===== config.mk =====
export PLATFORM = sky130hd
export DESIGN_NAME = tlb_req_sched
export DESIGN_NICKNAME = d
export VERILOG_FILES = /design/src/rtl/mmu_pkg.sv /design/src/rtl/tlb_req_sched_rr_arbiter.sv /design/src/rtl/tlb_req_sched.sv
export SDC_FILE = /design/constraint.sdc
export NUM_CORES = 1
export LEC_CHECK = 0
export ABC_AREA = 1
export CORE_AREA = 2 2 166 168
export CTS_BUF_LIST = sky130_fd_sc_hd__clkbuf_2
export CTS_CLUSTER_DIAMETER = 60
export DETAILED_ROUTE_END_ITERATION = 12
export DIE_AREA = 0 0 168 170
export GPL_ROUTABILITY_DRIVEN = 0
export PLACE_DENSITY = 0.66
export SLEW_MARGIN = 20
export SYNTH_ARGS = -nofsm -noshare
export SYNTH_HDL_FRONTEND = slang
export SYNTH_SLANG_ARGS = --single-unit

===== constraint.sdc =====
create_clock -name clk -period 6.1 [get_ports clk]
set_clock_uncertainty 0.05 [all_clocks]
set_input_delay 1.22 -clock clk [delete_from_list [all_inputs] [get_ports clk]]
set_output_delay 1.22 -clock clk [all_outputs]
set_load 0.005 [all_outputs]

===== src/rtl/mmu_pkg.sv =====
// Shared types and default sizes for the translation request scheduler.
// Latency: n/a (declarations only).
// Backpressure: n/a (declarations only).
//
// Contents: scheduler FSM state encoding, page-offset width, default widths.
package mmu_pkg;

    // 4 KiB pages: the low 12 address bits pass through translation untouched.
    localparam int PAGE_OFFSET_W = 12;

    localparam int DEF_NUM_REQ      = 4;
    localparam int DEF_ADDR_WIDTH   = 48;
    localparam int DEF_VPN_WIDTH    = 24;
    localparam int DEF_PPN_WIDTH    = 24;
    localparam int DEF_WALK_TIMEOUT = 255;

    typedef enum logic [2:0] {
        ST_IDLE      = 3'd0,
        ST_LOOKUP    = 3'd1,
        ST_CHECK     = 3'd2,
        ST_WALK_REQ  = 3'd3,
        ST_WALK_WAIT = 3'd4,
        ST_FILL      = 3'd5,
        ST_RESP      = 3'd6
    } sched_state_e;

endpackage


===== src/rtl/tlb_req_sched_rr_arbiter.sv =====
// Round-robin arbiter: picks one requester starting the search at a rotating pointer.
// Latency: grant is combinational from req_i; the pointer moves on the advance edge.
// Backpressure: none; a grant is only consumed when advance_i is high.
//
// Ports:
//   clk, rst_n  clock and asynchronous active-low reset
//   req_i       request vector
//   advance_i   the current grant is taken; pointer moves past the winner
//   gnt_o       one-hot grant (zero when no request)
//   idx_o       index of the granted requester
//   any_o       at least one request present
module rr_arbiter #(
    parameter int NUM_REQ = 4,
    parameter int IDX_W   = (NUM_REQ > 1) ? $clog2(NUM_REQ) : 1
) (
    input  logic               clk,
    input  logic               rst_n,
    input  logic [NUM_REQ-1:0] req_i,
    input  logic               advance_i,
    output logic [NUM_REQ-1:0] gnt_o,
    output logic [IDX_W-1:0]   idx_o,
    output logic               any_o
);

    logic [IDX_W-1:0] ptr_q;
    logic [IDX_W-1:0] ptr_d;
    logic [IDX_W:0]   cand;
    logic [IDX_W-1:0] cidx;

    // Walk the requesters in order ptr, ptr+1, ... wrapping at NUM_REQ; the
    // first one found wins. cand carries an extra bit so the wrap compare
    // works for non-power-of-two NUM_REQ.
    always_comb begin
        gnt_o = '0;
        idx_o = '0;
        any_o = 1'b0;
        cand  = '0;
        cidx  = '0;
        for (int i = 0; i < NUM_REQ; i++) begin
            cand = {1'b0, ptr_q} + (IDX_W+1)'(i);
            if (cand >= (IDX_W+1)'(NUM_REQ)) begin
                cand = cand - (IDX_W+1)'(NUM_REQ);
            end
            cidx = cand[IDX_W-1:0];
            if (!any_o && req_i[cidx]) begin
                any_o       = 1'b1;
                gnt_o[cidx] = 1'b1;
                idx_o       = cidx;
            end
        end
    end

    // The winner becomes the lowest priority for the next round.
    always_comb begin
        if (idx_o == IDX_W'(NUM_REQ - 1)) begin
            ptr_d = '0;
        end else begin
            ptr_d = idx_o + IDX_W'(1);
        end
    end

    always_ff @(posedge clk or negedge rst_n) begin
        if (!rst_n) begin
            ptr_q <= '0;
        end else if (advance_i && any_o) begin
            ptr_q <= ptr_d;
        end
    end

endmodule


===== src/rtl/tlb_req_sched.sv =====
// Translation request scheduler: arbitrates requesters, looks up the TLB, walks on miss, refills, responds.
// Latency: hit response 3 cycles after accept; miss adds walker handshake and response waits.
// Backpressure: one translation in flight; req_ready only in IDLE; walk request held until walker ready; no response backpressure.
//
// Ports:
//   clk, rst_n                 clock and asynchronous active-low reset
//   req_valid/req_vaddr/req_ready   per-requester request, packed vaddrs, one-hot accept
//   rsp_valid/rsp_id/rsp_paddr/rsp_fault   one-cycle translation result
//   tlb_lookup_valid/tlb_lookup_vaddr, tlb_hit/tlb_ppn   TLB probe and its next-cycle answer
//   walk_req_valid/walk_req_vpn/walk_req_ready   page-walk request handshake
//   walk_rsp_valid/walk_rsp_ppn/walk_rsp_fault   page-walk result
//   tlb_fill_valid/tlb_fill_vpn/tlb_fill_ppn     TLB refill strobe after a good walk
module tlb_req_sched
    import mmu_pkg::*;
#(
    parameter int NUM_REQ      = DEF_NUM_REQ,
    parameter int ADDR_WIDTH   = DEF_ADDR_WIDTH,
    parameter int VPN_WIDTH    = DEF_VPN_WIDTH,
    parameter int PPN_WIDTH    = DEF_PPN_WIDTH,
    parameter int WALK_TIMEOUT = DEF_WALK_TIMEOUT
) (
    input  logic                          clk,
    input  logic                          rst_n,

    input  logic [NUM_REQ-1:0]            req_valid,
    input  logic [NUM_REQ*ADDR_WIDTH-1:0] req_vaddr,
    output logic [NUM_REQ-1:0]            req_ready,

    output logic                          rsp_valid,
    output logic [$clog2(NUM_REQ)-1:0]    rsp_id,
    output logic [ADDR_WIDTH-1:0]         rsp_paddr,
    output logic                          rsp_fault,

    output logic                          tlb_lookup_valid,
    output logic [ADDR_WIDTH-1:0]         tlb_lookup_vaddr,
    input  logic                          tlb_hit,
    input  logic [PPN_WIDTH-1:0]          tlb_ppn,

    output logic                          walk_req_valid,
    output logic [VPN_WIDTH-1:0]          walk_req_vpn,
    input  logic                          walk_req_ready,
    input  logic                          walk_rsp_valid,
    input  logic [PPN_WIDTH-1:0]          walk_rsp_ppn,
    input  logic                          walk_rsp_fault,

    output logic                          tlb_fill_valid,
    output logic [VPN_WIDTH-1:0]          tlb_fill_vpn,
    output logic [PPN_WIDTH-1:0]          tlb_fill_ppn
);

    localparam int ID_W = $clog2(NUM_REQ);
    localparam int TO_W = (WALK_TIMEOUT > 0) ? $clog2(WALK_TIMEOUT + 1) : 1;
    localparam int PA_W = PPN_WIDTH + PAGE_OFFSET_W;

    sched_state_e            state_q;
    logic                    run_q;
    logic [ADDR_WIDTH-1:0]   vaddr_q;
    logic [ID_W-1:0]         id_q;
    logic [PPN_WIDTH-1:0]    ppn_q;
    logic [ADDR_WIDTH-1:0]   paddr_q;
    logic                    fault_q;
    logic [TO_W-1:0]         to_cnt_q;
    logic                    lookup_vld_q;
    logic                    walk_vld_q;
    logic                    fill_vld_q;
    logic                    rsp_vld_q;

    logic [NUM_REQ-1:0]      arb_gnt;
    logic [ID_W-1:0]         arb_idx;
    logic                    arb_any;
    logic                    accept;
    logic [ADDR_WIDTH-1:0]   sel_vaddr;
    logic [PPN_WIDTH-1:0]    ppn_src;
    logic [PA_W-1:0]         pa_full;
    logic [ADDR_WIDTH-1:0]   pa_fmt;

    // ------------------------------------------------------------------
    // Arbitration and accept
    // ------------------------------------------------------------------
    rr_arbiter #(
        .NUM_REQ (NUM_REQ),
        .IDX_W   (ID_W)
    ) u_arb (
        .clk       (clk),
        .rst_n     (rst_n),
        .req_i     (req_valid),
        .advance_i (accept),
        .gnt_o     (arb_gnt),
        .idx_o     (arb_idx),
        .any_o     (arb_any)
    );

    // run_q is a registered "out of reset" flag: it keeps req_ready low while
    // reset is held even though the FSM already sits in IDLE, without putting
    // rst_n into the combinational path.
    assign accept    = run_q && (state_q == ST_IDLE) && arb_any;
    assign req_ready = accept ? arb_gnt : '0;

    // One-hot mux of the winning requester's address slice.
    always_comb begin
        sel_vaddr = '0;
        for (int k = 0; k < NUM_REQ; k++) begin
            if (arb_gnt[k]) begin
                sel_vaddr = req_vaddr[k*ADDR_WIDTH +: ADDR_WIDTH];
            end
        end
    end

    // ------------------------------------------------------------------
    // Physical address formation
    // ------------------------------------------------------------------
    // CHECK uses the TLB's PPN directly; FILL uses the PPN latched from the walker.
    assign ppn_src = (state_q == ST_CHECK) ? tlb_ppn : ppn_q;
    assign pa_full = {ppn_src, vaddr_q[PAGE_OFFSET_W-1:0]};

    generate
        if (PA_W >= ADDR_WIDTH) begin : g_pa_trunc
            assign pa_fmt = pa_full[ADDR_WIDTH-1:0];
        end else begin : g_pa_zext
            assign pa_fmt = {{(ADDR_WIDTH-PA_W){1'b0}}, pa_full};
        end
    endgenerate

    // ------------------------------------------------------------------
    // Scheduler FSM with registered strobes
    // ------------------------------------------------------------------
    always_ff @(posedge clk or negedge rst_n) begin
        if (!rst_n) begin
            state_q      <= ST_IDLE;
            run_q        <= 1'b0;
            vaddr_q      <= '0;
            id_q         <= '0;
            ppn_q        <= '0;
            paddr_q      <= '0;
            fault_q      <= 1'b0;
            to_cnt_q     <= '0;
            lookup_vld_q <= 1'b0;
            walk_vld_q   <= 1'b0;
            fill_vld_q   <= 1'b0;
            rsp_vld_q    <= 1'b0;
        end else begin
            run_q        <= 1'b1;
            // Single-cycle strobes default low; states below raise them for
            // exactly the cycle that follows the transition.
            lookup_vld_q <= 1'b0;
            fill_vld_q   <= 1'b0;
            rsp_vld_q    <= 1'b0;

            case (state_q)
                ST_IDLE: begin
                    if (accept) begin
                        vaddr_q      <= sel_vaddr;
                        id_q         <= arb_idx;
                        lookup_vld_q <= 1'b1;
                        state_q      <= ST_LOOKUP;
                    end
                end

                ST_LOOKUP: begin
                    state_q <= ST_CHECK;
                end

                ST_CHECK: begin
                    if (tlb_hit) begin
                        paddr_q   <= pa_fmt;
                        fault_q   <= 1'b0;
                        rsp_vld_q <= 1'b1;
                        state_q   <= ST_RESP;
                    end else begin
                        walk_vld_q <= 1'b1;
                        state_q    <= ST_WALK_REQ;
                    end
                end

                ST_WALK_REQ: begin
                    if (walk_req_ready) begin
                        walk_vld_q <= 1'b0;
                        state_q    <= ST_WALK_WAIT;
                    end
                end

                ST_WALK_WAIT: begin
                    // A response arriving in the timeout cycle itself still wins.
                    if (walk_rsp_valid) begin
                        to_cnt_q <= '0;
                        if (walk_rsp_fault) begin
                            paddr_q   <= '0;
                            fault_q   <= 1'b1;
                            rsp_vld_q <= 1'b1;
                            state_q   <= ST_RESP;
                        end else begin
                            ppn_q      <= walk_rsp_ppn;
                            fill_vld_q <= 1'b1;
                            state_q    <= ST_FILL;
                        end
                    end else if (to_cnt_q == TO_W'(WALK_TIMEOUT)) begin
                        // Walker gave up on us; report a fault. Any late
                        // response lands outside WALK_WAIT and is dropped.
                        to_cnt_q  <= '0;
                        paddr_q   <= '0;
                        fault_q   <= 1'b1;
                        rsp_vld_q <= 1'b1;
                        state_q   <= ST_RESP;
                    end else begin
                        to_cnt_q <= to_cnt_q + TO_W'(1);
                    end
                end

                ST_FILL: begin
                    paddr_q   <= pa_fmt;
                    fault_q   <= 1'b0;
                    rsp_vld_q <= 1'b1;
                    state_q   <= ST_RESP;
                end

                ST_RESP: begin
                    state_q <= ST_IDLE;
                end

                default: begin
                    state_q <= ST_IDLE;
                end
            endcase
        end
    end

    // ------------------------------------------------------------------
    // Outputs: strobes from registers, data from the latched translation
    // ------------------------------------------------------------------
    assign tlb_lookup_valid = lookup_vld_q;
    assign tlb_lookup_vaddr = vaddr_q;

    assign walk_req_valid   = walk_vld_q;
    assign walk_req_vpn     = vaddr_q[VPN_WIDTH+PAGE_OFFSET_W-1:PAGE_OFFSET_W];

    assign tlb_fill_valid   = fill_vld_q;
    assign tlb_fill_vpn     = vaddr_q[VPN_WIDTH+PAGE_OFFSET_W-1:PAGE_OFFSET_W];
    assign tlb_fill_ppn     = ppn_q;

    assign rsp_valid        = rsp_vld_q;
    assign rsp_id           = id_q;
    assign rsp_paddr        = paddr_q;
    assign rsp_fault        = fault_q;

endmodule


# Word level (Yosys, flattened, before mapping)
# Cells that the tools add are included.
# word_totals
wordCells	143
reg_bits	141
# op_classes
eq_ne	13
n_reduce_logical	21
n_addsub	9
bitwise_logic	4
order_cmp	12
mux	71
# ops
op	n
48-bit two-way mux	8
48-bit case mux with 3 select lines	1
1-bit two-way mux	27
24-bit two-way mux	1
2-bit two-way mux	10
4-bit two-way mux	5
3-bit case mux with 6 select lines	1
8-bit two-way mux	2
3-bit two-way mux	5
2-bit by 3-bit less-than comparator with 1-bit output, second input constant	4
4-bit OR	3
1-bit logical AND	10
3-bit >= comparator, second input constant	3
3-bit AND reduction	3
8-bit by 1-bit adder with 8-bit output, second input constant	1
1-bit binary-select mux with 2-bit select	4
1-bit demux with 2-bit select	4
8-bit == test, second input constant	1
2-bit by 1-bit >= comparator with 1-bit output, second input constant	4
2-bit != test, second input constant	4
2-bit by 1-bit subtractor with 2-bit output, second input constant	4
2-bit by 2-bit adder with 3-bit output, second input constant	2
3-bit by 2-bit == test with 1-bit output, second input constant	2
3-bit == test, second input constant	2
other kinds (15)	19

# Depth between registers and ports, before layout
# Gate-level depths: netlist of run 1.
# depth
depth_word	18
mapped_depth	16
ltp_nobuf	14

# Cells and area by module
# From an unflattened synthesis of run 1, not the netlist that was laid out.
# unflattened
hier_cells	1283
hier_area_um2	8356.8
# by_module_without_submodules
module	area_per_inst_um2	seq_area_each_um2	cells_each	n_inst
tlb_req_sched	7771.2	3178.0	1195	1
rr_arbiter	585.6	50.0	88	1

# Worst setup path after synthesis of run 1
# Ideal clock, no wire load.
# synth_timing
path_kind	input to output
start	in req_valid[3]
end	out req_ready[2]
path_slack_ns	2.481
n_path_buf	2
path_stages	13
arrival_ns	2.349
t_required_ns	4.830
cell_sequence	inv_1 nand2_1 nand3_4 nand2_4 inv_2 nand2_1 nor2_2 nand2_1 nand3_2 buf_6 buf_6 nand2_1 inv_1
# synth_between
elab_chain_len	14
# synth_lines
item	line_no	rtl
start, declared	tlb_req_sched.sv:25	input logic [NUM_REQ-1:0] req_valid,
1-bit binary-select mux with 2-bit select	tlb_req_sched_rr_arbiter.sv:45	if (!any_o && req_i[cidx]) begin
1-bit two-way mux (not written as such)	tlb_req_sched_rr_arbiter.sv:45	
1-bit two-way mux	tlb_req_sched_rr_arbiter.sv:45	
1-bit zero test	tlb_req_sched_rr_arbiter.sv:45	
1-bit logical AND	tlb_req_sched_rr_arbiter.sv:45	
1-bit two-way mux	tlb_req_sched_rr_arbiter.sv:45	
1-bit zero test	tlb_req_sched_rr_arbiter.sv:45	
1-bit logical AND	tlb_req_sched_rr_arbiter.sv:45	
1-bit two-way mux	tlb_req_sched_rr_arbiter.sv:45	
1-bit zero test	tlb_req_sched_rr_arbiter.sv:45	
1-bit logical AND	tlb_req_sched_rr_arbiter.sv:45	
1-bit two-way mux	tlb_req_sched_rr_arbiter.sv:45	
1-bit logical AND	tlb_req_sched.sv:96	assign accept = run_q && (state_q == ST_IDLE) && arb_any;
4-bit two-way mux (*)	tlb_req_sched.sv:97	assign req_ready = accept ? arb_gnt : '0;
end, declared	tlb_req_sched.sv:27	output logic [NUM_REQ-1:0] req_ready,
# Mark *: on every way between the ends. The rest lies on a longest branch, timed or not. The select of a mux whose other input is x is not followed.

==> results by group, run 1 <==
Outcome
  • Status: finished, final reports clean

Clocking
  • CTS clk-pin slew, worst paths: 0.27 ns
  • Number of buffers created by CTS: 17
  • CTS Buffer Depth: 2
  • H-tree levels: 4
  • TritonCTS sink count: 129
  • Hold Buf Count CTS: 0
  • Worst-Skew Late Latency: 0.70 ns
  • CTS tree: built
  • Post-CTS Resized: 0
  • Post-CTS setup buffers: 0
  • Clock root buffer: clkbuf_2

Floorplan
  • DIE WIDTH: 168 um
  • Placeable Area: 26700 um2
  • # rows: 60
  • Initial Util: 31.4%
  • Top Ports: 429
  • Die Y: 170 um
  • Die ar.: 28600 um2

Synth
  • Yosys Warn Count: 0
  • Mux cell area share after synthesis: 0%
  • Largest family of logic cells by synthesized area: simple AND/OR/NAND/NOR gates
  • Post-synth EDFFs: 0
  • XOR/XNOR Fraction of Synth Area: 0.105%
  • Synthesized area: approximately 8400 um2
  • Post-synthesis adder-cell area fraction: roughly 1.2%
  • Syn Area/Cell: between 6 and 7 um2
  • Synth Area in Compound Gates: 11.8%
  • Yosys reg bits: between 100 and 150
  • Gate Count Post-Synth: 1200
  • Distinct cell type count after synthesis: 37
  • Ys flop type: dfrtp_1
  • Register area share after synthesis: 38.6%
  • Synth Area in Simple Gates: between 30% and 40%
  • Async SR Flop Fraction: 100%

Route
  • DRC: 0
  • Avg WL per Cell: 16.4 um
  • Final wirelength: 31000 um
  • Via/cell ratio: 4.64
  • Antenna viol nets, final: 0
  • Initial DRC Count: between 500 and 600
  • Initial DRT Pass Iterations: 5
  • Via count: 8742

Run
  • Maxcap violations: 0

Global route
  • First-pass GRT wire length: 47300 um
  • Initial antenna violation count: 1
  • Met1 Use GR: 25.4%
  • Met3 global-route usage: under 10%
  • Most Crowded Layer GR: met2
  • Gr usage total: 21.3%
  • Largest net degree at the start of global routing: 80
  • Grt met2 use: 37.6%
  • Vias in the first global route: 8482
  • Total gr overflow: 0

Cells and area
  • P&R area growth vs syn: 49.1%
  • Share of cells above drive strength 1: 6.55%
  • Final net count: roughly 1800
  • Final Non-Filler Cells: 1886

STA
  • Worst-Margin Slew: 1.09 ns
  • Max-slew violation count: 0
  • Setup TNS: 0 ns
  • Final setup fails: 0
  • Min Tclk post-route: approximately 4.7 ns
  • Final hold vios: 0
  • Final worst path period share: 77.3%
  • Unrepaired setup endpoints after global routing: no
  • Slew HR: a little over a quarter
  • Fmax: 212 MHz

Critical path
  • Max stage delay on crit path: between 0.6 and 0.7 ns
  • Crit path max fanout: 10
  • Worst path arrival time: between 3 and 4 ns
  • CP delay by family, top: buffers and inverters
  • Startpoint Class: flip-flop
  • Required @ worst endpoint: 4.83 ns
  • Top cell by count, worst path: nand2_1
  • Reg2reg end: tlb_lookup_vaddr[0]
  • Reg2reg path depth: 14
  • Worst Path Buf+Inv: 5
  • Slowest cell on crit path: dfrtp_1
  • Setup slack, reg-to-reg: 2.39 ns
  • CP Class: flip-flop to output port
  • CP cell instances: inv_2 -> ha_1 -> inv_1 -> nand2_1 -> nand2_1 -> nor2_8 -> nand3_2 -> inv_2 -> nand2_2 -> nand2_2 -> nand2_1 -> inv_1 -> clkdlybuf4s50_1
  • Stages on the worst setup path: 13
  • Worst setup EP type: output port

Power and ir drop
  • Worst vdd ir: about 0.36 mV
  • Pwr dens: 509 nW/um2
  • Lkg Pwr: a little under 0.006 uW

Hold path
  • Worst Hold Class: input port to asynchronous set/reset pin

Placement
  • Count of input and output buffers: 416
  • Placed Cells incl. Taps: 1852
  • Detailed Place HPWL: 22900 um
## final cells by class
| class | instances | area [um2] |
|---|---|---|
| clock inverter | 15 | 144 |
| tap | 341 | 427 |
| multi-input combinational | 814 | 3800 |
| inverter | 142 | 536 |
| timing repair buffer | 426 | 4240 |
| fill | 2720 | 14200 |
| clock buffer | 17 | 85.1 |
| antenna | 2 | 5.00 |
| sequential | 129 | 3230 |
## sequential cells by signal, indices dropped and copies added (netlist names), named ones only
name              cells
rsp_paddr            36
rsp_fault             1
run_q                 1
rsp_id                2
tlb_fill_ppn         24
tlb_fill_valid        1
tlb_lookup_valid      1
to_cnt_q              8
rsp_valid             1
tlb_lookup_vaddr     48
walk_req_valid        1
state_q               3
u_arb.ptr_q           1
## cells by family (layout without fill, tap and decap cells)
logic type      after synthesis  after routing
xor+xnor                      1              1
buf+inv                     268            600
compound gates              179            179
fa+ha+maj                     8              8
other cells                   2             15
flops                       129            129
simple gates                613            613
## metal layers
layer  wire, um  share of wire (%)
met3       1980                6.4
met5          0                  0
met4        795                2.6
met1      12700                 41
met2      15600                 50
## cell usage in the layout (no fill, tap or decap), types with 8 or more instances in the layout
cell type        netlist  final
nand3_1              112    112
a21oi_1              106    106
nor2_1                90     90
nand2_2                9      9
dfrtp_1              129    129
nand3_2               15     14
o21ai_0               45     45
clkbuf_2               0     17
nor3_1                 9      9
ha_1                   8      8
a21oi_2               21     21
inv_1                135    135
buf_4                 66     10
nand2_1              365    365
clkdlybuf4s50_1        0    415
conb_1                 2     13
## cell usage after synthesis, types with 2 or more instances
library cell,instances,area (um2)
a21boi_1,2,15.0
a21oi_1,106,531
a21oi_2,21,184
buf_2,33,165
buf_4,66,495
buf_6,10,113
clkbuf_1,16,60.1
conb_1,2,7.51
dfrtp_1,129,3230
ha_1,8,100
inv_1,135,507
inv_2,5,18.8
nand2_1,365,1370
nand2_2,9,56.3
nand3_1,112,561
nand3_2,15,150
nand4_1,3,18.8
nor2_1,90,338
nor2_2,2,12.5
nor2_4,2,22.5
nor3_1,9,45.0
o21ai_0,45,225
## worst max path at each step
stage                 start      endpoint  slack [ns]
3_5_place_dp   req_valid[3]  req_ready[3]        1.64
2_1_floorplan  req_valid[3]  req_ready[2]        2.48
6_report          flip-flop  req_ready[3]        1.38
4_1_cts           flip-flop  req_ready[3]        1.33
3_3_place_gp   req_valid[3]  req_ready[3]        1.66
5_1_grt           flip-flop  req_ready[3]        1.07
## power breakdown
part	total (uW)	switching, uW	internal, uW
logic	4250	2450	1800
registers	1560	319	1240
clock network	538	409	129
## metrics by stage
| step | total power, uW | utilization, % | instance area (um2) | hold slack, ns | worst slack [ns] |
|---|---|---|---|---|---|
| 2_1_floorplan | 4300 | - | 8400 | 0.423 | 2.48 |
| 3_3_place_gp | 5780 | 45.9 | 12200 | 0.419 | 1.66 |
| 3_5_place_dp | 5850 | 45.9 | 12200 | 0.424 | 1.64 |
| 4_1_cts | 6420 | 46.7 | 12500 | 0.369 | 1.33 |
| 5_1_grt | 6950 | 46.8 | 12500 | 0.379 | 1.07 |
| 6_report | 6350 | 46.8 | 12500 | 0.389 | 1.38 |
Power figures use the tool's default switching activity.
==> run 2, diff against run 1 <==
Settings changed: PLACE_DENSITY 0.66 to 0.68.
Clock period 6.1 ns to 3.9 ns, I/O delays scaled along.
==> results by group, run 2 (synthesis gave the netlist of run 1 again) <==
STA
  • Fmax: between 200 and 300 MHz
  • Max-slew violation count: 0 (unchanged)
  • Setup TNS: 0 ns (unchanged)
  • Min Tclk post-route: 3.65 ns
  • WHS: 0.482 ns (+0.0931 ns)
  • Slew HR: 33.5% (+6.4 points)
  • Final hold vios: 0 (unchanged)
  • Final worst path period share: 93.5%
  • Worst-Margin Slew: 0.995 ns (-0.0963 ns)
  • Final setup fails: 0 (unchanged)

Clocking
  • TritonCTS sink count: 129 (unchanged)
  • H-tree levels: 4 (unchanged)
  • Worst-Skew Late Latency: 0.68 ns (-0.02 ns)
  • CTS clk-pin slew, worst paths: 0.22 ns (-0.05 ns)
  • CTS Buffer Depth: 2 (unchanged)
  • Number of buffers created by CTS: 17 (unchanged)
  • Clock root buffer: clkbuf_2
  • CTS tree: built

Route
  • DRC: 0 (unchanged)
  • Avg WL per Cell: 16.7 um (+1.4%)
  • Via count: 8925 (+2.1%)
  • DR WL met2: 16300 um (+4.7%)
  • Max Used Layer: met4
  • Initial DRC Count: 543 (+4.0%)
  • M1 WL: 12700 um (+0.58%)
  • Antenna viol nets, final: 0 (unchanged)
  • Via/cell ratio: 4.70 (+1.3%)
  • Metal3 WL: 2020 um (+2.1%)
  • Final wirelength: 31700 um (+2.1%)
  • Initial DRT Pass Iterations: 5 (unchanged)

Hold path
  • Worst Hold Class: flip-flop to flip-flop

Global route
  • Initial antenna violation count: 1 (unchanged)
  • First-pass GRT wire length: 48000 um (+1.4%)
  • Total gr overflow: 0 (unchanged)
  • Vias in the first global route: 8696 (+2.5%)
  • Largest net degree at the start of global routing: 97 (+21%)
  • Gr usage total: 21.6% (+0.27 points)

Critical path
  • Worst setup EP type: output port
  • CP Class: flip-flop to output port
  • Worst path arrival time: 2.82 ns (-0.63 ns)
  • Max stage delay on crit path: 0.50 ns (-0.15 ns)
  • Startpoint Class: flip-flop
  • Worst Path Buf+Inv: 4 (-1)
  • CP delay by family, top: buffers and inverters
  • Required @ worst endpoint: 3.07 ns (-1.76 ns)
  • Crit path max fanout: 7 (-3)
  • CP cell instances: clkinv_4 -> ha_4 -> inv_1 -> nand2_1 -> nand2_2 -> nor2_8 -> nand4_1 -> nand3_4 -> nand2_1 -> inv_1 -> clkdlybuf4s50_1
  • Slowest cell on crit path: clkdlybuf4s50_1

Cells and area
  • Max reg flops: 48 (unchanged)
  • Fin area: 12600 um2 (+1.3%)
  • Final net count: 1801 (+0.73%)
  • Most common library cell in the layout ignoring fill and taps: clkdlybuf4s50_1
  • P&R area growth vs syn: 51.0%
  • # fillers: 2633 (-3.2%)
  • Most frequent cells in the layout: 414 x clkdlybuf4s50_1, 363 x nand2_1, 133 x inv_1
  • Share of cells above drive strength 1: 7.78% (+1.2 points)

Power and ir drop
  • Overall power: 10200 uW (+60%)
  • Pwr dens: 804 nW/um2 (+58%)
  • Worst vdd ir: 0.896 mV (+150%)
  • Lkg Pwr: 0.00605 uW (+1.5%)

Floorplan
  • Initial Util: 31.4% (unchanged)
  • Placeable Area: 26700 um2 (unchanged)
  • Die ar.: 28600 um2 (unchanged)
  • DIE WIDTH: 168 um (unchanged)
  • Top Ports: 429 (unchanged)
  • Die Y: 170 um (unchanged)
  • # rows: 60 (unchanged)

Placement
  • Count of input and output buffers: 416 (unchanged)
  • Dpl cell area: 12300 um2 (+0.53%)
  • Detailed Place HPWL: 23400 um (+2.2%)

Outcome
  • Status: finished, final reports clean

Run
  • Maxcap violations: 0 (unchanged)
==> run 2: what timing repair did <==
item | 4_1_cts | 5_1_grt
resized for setup | 5 | 9
pin swaps | 0 | 1
hold buffers | 1 | 0
setup endpoints to repair | 4 | 4
setup buffers | 2 | 3
endpoints found under the hold margin | 20 | 0
==> run 2: worst min-delay path, stage by stage, from the launching register on <==
cell and delay [ns]:
dfrtp_1 0.40, o21ai_0 0.08, nand2_1 0.05
==> run 2: worst paths after layout <==
kind,from,to,slack [ns],cells past startpoint
max in group asynchronous,rst_n,asynchronous set/reset pin,2.32,3
setup / recovery,flip-flop,req_ready[2],0.25,11
hold / removal,walk_req_valid,walk_req_valid,0.48,2
hold reg to reg,walk_req_valid,walk_req_valid,0.48,2
min in group asynchronous,rst_n,rsp_paddr[26],0.60,2
setup reg to reg,flip-flop,tlb_lookup_vaddr[27],1.05,15
==> run 2: per-layer routing <==
layer  GRT usage [%]  vias to the layer above
met5               0                        -
met4            6.01                        0
met3            4.72                       38
met2            38.8                      346
met1            26.0                     4156
li1                -                     4385
==> run 2: final cells by class <==
| type | instances | area [um2] | area share, % |
|---|---|---|---|
| Antenna cell | 3 | 7.51 | 0.0595 |
| Tap cell | 341 | 427 | 3.38 |
| Clock inverter | 15 | 158 | 1.25 |
| Inverter | 142 | 543 | 4.30 |
| Multi-Input combinational cell | 814 | 3820 | 30.2 |
| Sequential cell | 129 | 3230 | 25.6 |
| Clock buffer | 17 | 85.1 | 0.674 |
| Timing Repair Buffer | 439 | 4360 | 34.5 |
==> run 2: where the power goes <==
part           total, uW  internal [uW]  switching (uW)
registers           2420           1940             482
clock network        866            212             654
logic               6860           2910            3950
==> run 2: per-stage QoR <==
step,worst slack [ns],util (%),std cells
3_5_place_dp,0.343,46.1,1859
3_3_place_gp,0.371,46.1,1859
5_1_grt,-0.0171,47.4,1899
6_report,0.252,47.4,1900
2_1_floorplan,1.03,-,1211
4_1_cts,0.0102,47.2,1894
